$ cat src/rtl/shift_seq.sv
// Iterative shifter: one bit per cycle, computing logical left, logical right or
// arithmetic right by 0..WIDTH-1. Valid/ready handshakes on operand and result sides.
module shift_seq #(
    parameter int WIDTH = 32,
    localparam int SAW = $clog2(WIDTH)
) (
    input  logic             Clk,
    input  logic             Reset,
    input  logic             InValid,
    output logic             InReady,
    input  logic [WIDTH-1:0] X,
    input  logic [SAW-1:0]   Sa,
    input  logic             IsArith,
    input  logic             IsRight,
    output logic             OutValid,
    input  logic             OutReady,
    output logic [WIDTH-1:0] Y
);

    typedef enum logic [1:0] {
        IDLE  = 2'd0,
        SHIFT = 2'd1,
        HOLD  = 2'd2
    } state_t;

    state_t           state;
    state_t           stateNext;
    logic [WIDTH-1:0] r;
    logic [SAW-1:0]   cnt;
    logic             isArithQ;
    logic             isRightQ;

    // One step of the shift; arithmetic right replicates the sign bit.
    function automatic logic [WIDTH-1:0] shiftOne(
        input logic [WIDTH-1:0] d,
        input logic             right,
        input logic             arith
    );
        logic signed [WIDTH-1:0] s;
        s = signed'(d);
        if (!right)
            return d << 1;
        else if (arith)
            return $unsigned(s >>> 1);
        else
            return d >> 1;
    endfunction

    always_ff @(posedge Clk or posedge Reset) begin
        if (Reset)
            state <= IDLE;
        else
            state <= stateNext;
    end

    always_comb begin
        stateNext = state;
        case (state)
            IDLE:    if (InValid) stateNext = (Sa == '0) ? HOLD : SHIFT;
            SHIFT:   if (cnt == SAW'(1)) stateNext = HOLD;
            HOLD:    if (OutReady) stateNext = IDLE;
            default: stateNext = IDLE;
        endcase
    end

    // Operands are captured only on the accept edge; R then shifts in place.
    always_ff @(posedge Clk or posedge Reset) begin
        if (Reset) begin
            r        <= '0;
            cnt      <= '0;
            isArithQ <= 1'b0;
            isRightQ <= 1'b0;
        end else begin
            case (state)
                IDLE: begin
                    if (InValid) begin
                        r        <= X;
                        cnt      <= Sa;
                        isArithQ <= IsArith;
                        isRightQ <= IsRight;
                    end
                end
                SHIFT: begin
                    r   <= shiftOne(r, isRightQ, isArithQ);
                    cnt <= cnt - SAW'(1);
                end
                default: ;
            endcase
        end
    end

    assign InReady  = (state == IDLE);
    assign OutValid = (state == HOLD);
    assign Y        = r;

endmodule
$ cat config.mk
export PLATFORM = sky130hd
export DESIGN_NAME = shift_seq
export DESIGN_NICKNAME = d
export VERILOG_FILES = /design/src/rtl/shift_seq.sv
export SDC_FILE = /design/constraint.sdc
export NUM_CORES = 1
export LEC_CHECK = 0
export CAP_MARGIN = 5
export CORE_MARGIN = 3
export CORE_UTILIZATION = 43
export DETAILED_ROUTE_END_ITERATION = 10
export PLACE_DENSITY_LB_ADDON = 0.15
export SLEW_MARGIN = 20
export SYNTH_ARGS = -nofsm -noshare
export SYNTH_HDL_FRONTEND = slang
export SYNTH_SLANG_ARGS = --single-unit
$ cat constraint.sdc
create_clock -name Clk -period 1.16 [get_ports Clk]
set_input_delay 0.174 -clock Clk [delete_from_list [all_inputs] [get_ports Clk]]
set_output_delay 0.174 -clock Clk [all_outputs]
set_load 0.01 [all_outputs]
==> results.md <==
- Vias per inst: 5.54
- Most frequent cell after synthesis: dfrtp_1
- Max-Cap Viols: 0
- Final ANT Viol Nets: 0
- Top-area cell type share of the netlist area: 40.9%
- Placed insts: 421
- Gpl congestion: 0.800
- Leakage power: 1.93 nW
- Synth Instances: 240
- Worst slew margin: 73.0%
- Post-synth ARST share: 100%
- Detailed-route wire length per cell: 18.2 microns
- Failing checks: negative setup slack
- First-pass GRT wire length: 12.3 mm
- Top post-synthesis cells by area: dfrtp_1 41%, mux2i_1 12%, a21o_1 9.3%
- Most frequent cell on the critical path: mux2_4
- Nets: 412
- Synthesized cell area: 0.00251 sq mm
- H-tree lvl count: 2
- Final setup TNS: -7.73 ns
- Final Instance Count excl. Fillers: 441
- Die Area: 0.00679 sq mm
- Most used DFF post-synth: dfrtp_1
- CP Class: flop to flop
- Later-pin clock latency in the skew report: 0.30 ns
- Power per standard cell area: 2780 mW/mm^2
- Final Cycle Share: 121%
- Port Buffers: 76
- Hold slack: 0.127 ns
- Critical path cell sequence: buf_6 -> nor2b_4 -> mux2_4 -> mux2_4
- Average cell area after synthesis: 10.5 sq um
- DRC viols: 0
- Vias in the first global route: 2417
- Sw Ratio: 37.8%
- Skew final: 0.00614 ns
- All-Layer GR Usage: 23.9%
- Top-level port count: 77
- Clock share of power: 10.4%
- Unrepaired setup endpoints after global routing: yes
- Critical Path RT: 1.34 ns
- Commonest cells in the netlist: 41 x dfrtp_1, 36 x a21oi_1, 31 x a21o_1, 30 x a211oi_1, 30 x mux2i_1
- Clk pin slew, worst setup/hold paths: 0.08 ns
- Highest clock rate: 711 MHz
- CP max stage cell: dfrtp_2
- VDD IR max: 1.45 mV
- Sequential share of power: 23.5%
- Vias: 2445
- CTS Hold Bufs: 0
- CP Launch Type: flop
- Count of cell types in the netlist: 36
- Outcome: complete, but fails checks
- Area Overhead vs Synth: 69.1%
- Switching power: 4.46 mW
- Die Wd: 82.4 microns
- Comb pwr share: 66.1%
- Yosys reg bits: 41
- CTS tree: done
- Critical Path End Type: flop
- TritonRoute pass-1 iters: 4
- Root Buffer: clkbuf_8
- Num rows: 27
- Gr ovfl total: 0
- Internal: 7.33 mW
- Worst setup margin: -0.246 ns
- Top delay family on crit path: multiplexers
- EDFF count, synth: 0
- Largest net degree at the start of global routing: 29
- Final hold violation count: 0
- Fill cells: 386
- Sequential element share of the synthesized area: 40.9%
- Critical path buffers and inverters: 1
- Synthesized net count: 285
- Iter 0 DRT Violations: 83
- Crit-path max FO: 8
- Synth area leader: dfrtp_1
- Min cycle time layout: 1.41 ns
- Pin slew with the least headroom to its limit: 0.402 ns
- Ys Warns: 0
- Final setup vio count: 43
- Total CTS buffers: 5
- Data arrival, critical path: 1.59 ns
- Clock sinks: 41
- Pins Over Slew Limit: 0
- Layout cells sized above 1: 36.4%
- Die height: 82.4 microns
- Hpwl dp: 5.04 mm
- CP peak stage delay: 0.41 ns
- Post-detailed-routing wire length: 8.03 mm
- HP Class: input port to asynchronous set/reset pin
- Initial Util: 45.1%
- Core Region: 0.00557 sq mm
- Initial antenna violation count: 1
- Max Root-Sink Buffers: 2
## layout by cell type, fill, tap and decap left out, types with 2 or more instances in the layout
cell	instances
a211oi_1	20
a211oi_2	10
a21o_1	31
a21oi_1	17
a21oi_2	14
a21oi_4	5
buf_12	7
buf_16	2
buf_4	51
buf_6	7
clkbuf_2	3
clkbuf_8	6
clkdlybuf4s15_1	27
clkdlybuf4s15_2	2
clkdlybuf4s50_1	38
dfrtp_1	38
dfrtp_2	3
dlygate4sd2_1	5
inv_1	4
inv_2	2
mux2_4	4
mux2i_1	29
nand3_1	2
nor2_1	2
nor2_2	2
nor2b_1	2
o21ai_1	2
o22a_1	7
## final timing paths
path                            cells past startpoint       end      from  slack [ns]
worst max register to register                      4     Y[31]  state[0]       -0.25
min in group Clk                                    3    cnt[4]     Sa[4]        0.39
worst min-delay path                                2     Y[24]     Reset        0.13
max in group asynchronous                           3  isRightQ     Reset        0.63
worst max-delay path                                4     Y[31]  state[0]       -0.25
worst min register to register                      2     Y[27]     Y[27]        0.59
## routing by layer
metal | GRT usage (%) | up-vias | share of wire, %
met1 | 33.1 | 1196 | 45
met5 | 0 | - | 0
met3 | 3.90 | 11 | 4.8
li1 | - | 1160 | -
met4 | 5.15 | 0 | 1.7
met2 | 39.1 | 78 | 49
## final cells by class
cell class              count  area, sq um  share of cell area [%]
diodes                      1         2.50                  0.0589
clock buffers               7         86.3                    2.03
clock inverters             1         30.0                   0.707
inverters                   7         26.3                   0.619
multi-input cells         167         1530                    36.0
flip-flops and latches     41         1030                    24.3
well taps                  72         90.1                    2.12
repair buffers            145         1450                    34.2
## stage by stage
stage	util [%]	power [mW]	instance area [sq um]	worst slack, ns
2_1_floorplan	-	6.83	2600	-0.110
3_3_place_gp	66.8	9.52	3730	-0.334
3_5_place_dp	66.8	9.67	3730	-0.362
4_1_cts	72.8	11.2	4060	-0.229
5_1_grt	76.2	12.6	4250	-0.300
6_report	76.2	11.8	4250	-0.246
## flip-flops by register name (all words and copies together) (netlist names)
signal and cells:
cnt 5, isRightQ 1, isArithQ 1, state 2, Y 32
## what timing repair did
action	CTS	global route
buffers inserted	7	4
setup endpoints to repair	75	66
cloned	3	1
pin swaps	15	11
hold endpoints to repair	0	0
resized for setup	79	49
## power by group through the flow
stage / Clock, mW / Combinational (mW) / Sequential, mW
after global routing: 1.31 / 8.43 / 2.86
after global placement: 0 / 6.80 / 2.72
final: 1.22 / 7.80 / 2.77
after detailed placement: 0 / 6.95 / 2.73
after CTS: 1.24 / 7.23 / 2.70
after floorplan: 0 / 3.80 / 3.02
## worst reg2reg max path, cell delays in order (launching register included)
cell and delay [ns]:
dfrtp_2 0.41, buf_6 0.15, nor2b_4 0.16, mux2_4 0.31, mux2_4 0.26
## cell families after synthesis
| group | Yosys count | synth area share, % |
|---|---|---|
| buffers and inverters | 32 | 8.57 |
| and+or+nand+nor | 19 | 4.93 |
| AOI/OAI and AO/OA | 112 | 30.6 |
| muxes | 34 | 14.1 |
| adders and majority gates | 2 | 0.996 |
| DFF | 41 | 40.9 |
No activity file was read; power rests on OpenSTA's default activity.
